File: config.mk
export PLATFORM = sky130hd
export DESIGN_NAME = ctrl_pipe
export DESIGN_NICKNAME = d
export VERILOG_FILES = /design/src/rtl/ctrl_pipe.sv
export SDC_FILE = /design/constraint.sdc
export NUM_CORES = 1
export LEC_CHECK = 0
export CAP_MARGIN = 10
export CORE_MARGIN = 3
export CORE_UTILIZATION = 45
export DETAILED_ROUTE_END_ITERATION = 16
export GPL_ROUTABILITY_DRIVEN = 0
export HOLD_SLACK_MARGIN = 0.08
export PLACE_DENSITY = 0.8
export RECOVER_POWER = 50
export SLEW_MARGIN = 10
export SYNTH_ARGS = -nofsm -noshare
export SYNTH_HDL_FRONTEND = slang
export SYNTH_SLANG_ARGS = --single-unit
File: constraint.sdc
create_clock -name clk -period 4.4 [get_ports clk]
set_input_delay 0.88 -clock clk [delete_from_list [all_inputs] [get_ports clk]]
set_output_delay 0.88 -clock clk [all_outputs]
set_load 0.02 [all_outputs]
File: src/rtl/ctrl_pipe.sv
`default_nettype none
// ============================================================================
// Module   : ctrl_pipe
// Purpose  : Parameterised pipeline of control-word registers with per-stage
//            stall and flush. A stall at stage k freezes stages 0..k and puts
//            a bubble into stage k+1. A flush at stage k turns stage k into a
//            bubble. An invalid stage always holds NOP_VALUE.
// Ports    : clk        - sole clock, rising edge
//            rst        - asynchronous, active-low reset
//            ctrl_in    - control word entering stage 0
//            valid_in   - ctrl_in carries a real instruction
//            stall      - per-stage stall request (bit k freezes 0..k)
//            flush      - per-stage flush request (bit k kills stage k)
//            ctrl_out   - all stage registers, stage k at [k*CTRL_W +: CTRL_W]
//            valid_out  - valid bit of every stage
//            ctrl_last  - control word of the last stage
//            valid_last - valid bit of the last stage
//            occupancy  - number of valid stages
//            flush_cnt  - saturating count of cycles with any flush bit set
// Revision : 1.0 - initial release
// ============================================================================
module ctrl_pipe #(
    parameter int unsigned       CTRL_W    = 5,
    parameter int unsigned       DEPTH     = 2,
    parameter logic [CTRL_W-1:0] NOP_VALUE = '0
) (
    input  logic                       clk,
    input  logic                       rst,
    input  logic [CTRL_W-1:0]          ctrl_in,
    input  logic                       valid_in,
    input  logic [DEPTH-1:0]           stall,
    input  logic [DEPTH-1:0]           flush,
    output logic [DEPTH*CTRL_W-1:0]    ctrl_out,
    output logic [DEPTH-1:0]           valid_out,
    output logic [CTRL_W-1:0]          ctrl_last,
    output logic                       valid_last,
    output logic [$clog2(DEPTH+1)-1:0] occupancy,
    output logic [15:0]                flush_cnt
);

    localparam int unsigned OCC_W     = $clog2(DEPTH + 1);
    localparam logic [15:0] c_CNT_MAX = 16'hFFFF;

    logic [DEPTH-1:0]  w_hold;
    logic [CTRL_W-1:0] r_ctrl  [DEPTH];
    logic              r_valid [DEPTH];
    logic [15:0]       r_flush_cnt;

    // w_hold[k] is set when any stall at or downstream of stage k is raised,
    // because a downstream freeze must back-pressure every stage behind it.
    always_comb begin
        w_hold            = '0;
        w_hold[DEPTH-1]   = stall[DEPTH-1];
        for (int k = int'(DEPTH) - 2; k >= 0; k--) begin
            w_hold[k] = stall[k] | w_hold[k+1];
        end
    end

    generate
        for (genvar k = 0; k < DEPTH; k++) begin : g_stage
            if (k == 0) begin : g_head
                always_ff @(posedge clk or negedge rst) begin
                    if (!rst) begin
                        r_valid[0] <= 1'b0;
                        r_ctrl[0]  <= NOP_VALUE;
                    end else if (flush[0]) begin
                        r_valid[0] <= 1'b0;
                        r_ctrl[0]  <= NOP_VALUE;
                    end else if (!w_hold[0]) begin
                        r_valid[0] <= valid_in;
                        r_ctrl[0]  <= valid_in ? ctrl_in : NOP_VALUE;
                    end
                end
            end else begin : g_body
                // Flush beats hold; a held stage keeps its word; if only the
                // upstream stage is held this stage drains into a bubble.
                always_ff @(posedge clk or negedge rst) begin
                    if (!rst) begin
                        r_valid[k] <= 1'b0;
                        r_ctrl[k]  <= NOP_VALUE;
                    end else if (flush[k]) begin
                        r_valid[k] <= 1'b0;
                        r_ctrl[k]  <= NOP_VALUE;
                    end else if (!w_hold[k]) begin
                        if (w_hold[k-1]) begin
                            r_valid[k] <= 1'b0;
                            r_ctrl[k]  <= NOP_VALUE;
                        end else begin
                            r_valid[k] <= r_valid[k-1];
                            r_ctrl[k]  <= r_ctrl[k-1];
                        end
                    end
                end
            end

            assign ctrl_out[k*CTRL_W +: CTRL_W] = r_ctrl[k];
            assign valid_out[k]                 = r_valid[k];
        end
    endgenerate

    assign ctrl_last  = r_ctrl[DEPTH-1];
    assign valid_last = r_valid[DEPTH-1];

    always_comb begin
        occupancy = '0;
        for (int k = 0; k < int'(DEPTH); k++) begin
            occupancy = occupancy + OCC_W'(valid_out[k]);
        end
    end

    // Saturates rather than wraps so a long flush storm stays visible.
    always_ff @(posedge clk or negedge rst) begin
        if (!rst) begin
            r_flush_cnt <= '0;
        end else if ((|flush) && (r_flush_cnt != c_CNT_MAX)) begin
            r_flush_cnt <= r_flush_cnt + 16'd1;
        end
    end

    assign flush_cnt = r_flush_cnt;

endmodule
`default_nettype wire

Yosys cells after proc, flatten, opt, wreduce, memory -nomap -nowiden
Index checks and enable logic that the tools add are counted.
Word-level totals
  flip-flop bits (word level): 28
  output and inout bits: 36
  word-level logic and storage cells: 24
Cells by class
  $add $sub $neg: 2
  equal/unequal tests: 3
  muxes and demuxes: 11
  bitwise gates (word level): 1
  reductions and logical operators: 2
Operators with widths (count)
  $mux W5: 6
  $add A16 B1 Y16 const B: 1
  $ne A16 B16 Y1 const B: 1
  $mux W1: 5
  $add A1 B1 Y2: 1
  $ne A2 B1 Y1 const B: 1
  $ne A2 B2 Y1 const B: 1
  $reduce_or A2 Y1: 1
  $logic_and A1 B1 Y1: 1
  $or A1 B1 Y1: 1

Longest topological paths before layout
  depth after elaboration: 4
  gate-level depth with buffers: 5

Worst setup path before layout
No wires, ideal clock.
  path type: input to register
  start: input port flush[1]
  end: register r_flush_cnt[1], in the netlist flush_cnt[1]
  library setup time: 125 ps
  arrival: 1789 ps
  path slack: 2486 ps
  stages: 4
  cells stage by stage: buf_2 -> nor2_1 -> nor2_2 -> mux2_4
On the way
  word-level cells in the longest chain between the ends: 2
Ends and longest elaborated chain
  start, declared: line 32  | input logic [DEPTH-1:0] flush,
  $reduce_or A2 Y1: line 115  | end else if ((|flush) && (r_flush_cnt != c_CNT_MAX)) begin
  $logic_and A1 B1 Y1: line 115
  end signal, assigned: line 116  | r_flush_cnt <= r_flush_cnt + 16'd1;
  end, declared: line 47  | logic [15:0] r_flush_cnt;
Every way passes these cells.
A chain may end at the register's enable or synchronous reset.

Final worst setup path
  start: register r_valid, in the netlist valid_out[0]
  end: output port occupancy[0]
On the way
  word-level cells in the longest chain between the ends: 1
Ends and longest elaborated chain
  start, declared: line 46  | logic r_valid [DEPTH];
  $add A1 B1 Y2: line 107  | occupancy = occupancy + OCC_W'(valid_out[k]);
  end, declared: line 37  | output logic [$clog2(DEPTH+1)-1:0] occupancy,
Every way passes these cells.

==> out/qor.yml <==
crit_required_ps: 3520
place_ws_ps: 1860
max_stage_delay_ps: 600
fin_crit_sh: 0.575
ys_warn_count: 0
slowest_stage: "clkdlybuf4s50_1"
worstMarginPinSlew_ps: 1410
grt_setup_unrepaired: "no"
vias_per_cell: 5.77
fin_skew_ps: 3.44
drive_gt1_frac: 0.0602
cts_resized: 0
dieArea_um2: 3650
hold_path_class: "reg -> reg"
post_cts_buffers: 0
antenna_cells: 0
antenna_left: 0
max_freq_mhz: 395
swShare: 0.353
endpoint_kind: "output port"
pwr-share-seq: 0.454
yosysTopAreaCell: "dfrtp_1"
fin_setup_tns_ps: 0
std_cell_rows: 19
port_buffers: 47
clock_power_share: 0.206
numCtsBuffers: 3
cts.sinks: 28
syn-num-nets: 139
internal_power_uw: 533
synth_commonest_cells: "dfrtp_1, xor2_1, nand2_1, nor2_1, nand3_1"
total_power_uw: 825
grt_pass1_wl_mm: 5.24
root_buffer: "clkbuf_4"
peakVddDrop_mv: 0.415
final_util: 0.657
synth_cell_type_count: 27
netlist_top_cells_area: "dfrtp_1, xor2_1, nand3_1"
tritoncts: "yes"
p_leak_uw: 0.000776
critPathKind: "reg -> out"
fillers: 242
synth.most_common_cell: "dfrtp_1"
cp.arrival_ps: 1650
die_y_um: 60.4
dr.pass1.iters: 4
report.final.slew_viol_count: 0
cp_top_family: "buffers and inverters"
cts_max_level: 1
place_area_um2: 1780
gr-total-overflow: 0
slew_headroom: 0.0597
cts_hold_buf: 0
grt_max_degree: 28
cts.clk_slew.worst_paths_ps: 150
setup_viol: 0
die_w_um: 60.4
ioPinCount: 48
hpwl_mm: 2.34
path_cells: "ha_1 -> clkdlybuf4s50_1"
setup_ws_ps: 1870
yosysTopAreaCellShare: 0.525
num_vias: 1136
synth_area_um2: 1330
cp_max_fo: 4
grtUsageTotal: 0.192
area_delta_synth_final_pct: 37.1
cts_buffer_depth: 2
wl_per_cell_um: 16.3
synth-main-ff-cell: "dfrtp_1"
synth_edf_count: 0
syn_inst: 125
drt_wl_total_mm: 3.22
synth.avg_cell_area_um2: 10.7
switchingPower_uw: 291
multiInputGateArea_um2: 561
max_cap_viol_count: 0
clk_latency_ps: 330
drc: 0
worstSetupStartpointType: "flop"
synth-seq-cells: 28
async_reset_ff_frac: 1.00
antenna_found_initial: 0
initial_core_util: 0.480
seqCellArea_um2: 701
grt_pass1_vias: 1095
core_um2: 2780
finalHoldViolations: 0
fin_crit_ps: 2530
worst-path-buf-inv: 1
drtIter0Drc: 40
yosysSeqAreaShare: 0.525
power_density_nw_per_um2: 451
outcome: "complete, no violations"
fin_area_um2: 1830
p_comb_frac: 0.340
final_net_count: 181
[cell families (layout without fill, tap and decap cells)]
kind of cell / after synthesis / count (layout) / share of synthesized area
buffers and inverters: 12 / 53 / 0.0525
AND/OR/NAND/NOR: 53 / 53 / 0.224
AO/OA/AOI/OAI: 14 / 14 / 0.0694
XOR/XNOR: 15 / 15 / 0.0985
multiplexers: 1 / 1 / 0.0113
flip-flops: 28 / 28 / 0.525
adder cells (fa/ha/maj): 2 / 2 / 0.0188
[state kept, by name, summed over array words and instances, names as in the netlist]
register / flops
ctrl_last: 5
valid_last: 1
valid_out: 1
ctrl_out: 5
flush_cnt: 16
[power by group through the flow]
| stage | clock network, uW | registers (uW) | logic, uW |
|---|---|---|---|
| floorplan | 0 | 420 | 98.6 |
| global placement | 0 | 374 | 274 |
| detailed placement | 0 | 376 | 279 |
| CTS | 173 | 373 | 284 |
| global route | 185 | 385 | 303 |
| finish | 170 | 374 | 280 |
[worst paths after layout]
path | from | endpoint | slack (ps) | cells after the start
worst max-delay path | valid_out[0] | occupancy[0] | 1870 | 2
worst min-delay path | flush_cnt[15] | flush_cnt[15] | 500 | 1
worst max register to register | flush_cnt[0] | flush_cnt[1] | 2400 | 5
worst min register to register | flush_cnt[15] | flush_cnt[15] | 500 | 1
max in group asynchronous | rst | flush_cnt[6] | 2730 | 2
min in group asynchronous | rst | valid_last | 840 | 1
[final cells by class]
cell class                 count  area share
timing repair buffer          48       0.258
inverter                       1     0.00205
clock inverter                 1      0.0164
sequential                    28       0.383
tap                           31      0.0212
clock buffer                   3      0.0123
multi-input combinational     85       0.307
[metrics by stage]
step | hold WS (ps) | std cells
after floorplan | 584 | 125
after global placement | 477 | 193
after detailed placement | 484 | 193
after CTS | 503 | 197
after global routing | 556 | 197
final | 499 | 197
[layer usage]
layer / vias up / routed length (um) / track usage
met5: - / 0 / 0
met4: 0 / 87 / 0.0774
met1: 550 / 1390 / 0.264
li1: 524 / - / -
met2: 53 / 1530 / 0.306
met3: 9 / 209 / 0.0319
[cells in the final DEF, fill, tap and decap left out, types with 4 or more instances in the layout]
master            n
a21oi_1           6
a22oi_1           6
clkbuf_4          4
clkdlybuf4s50_1  44
dfrtp_1          28
nand2_1          11
nand3_1           9
nor2_1           12
nor4_1            5
xor2_1           13
Power figures use the tool's default switching activity.
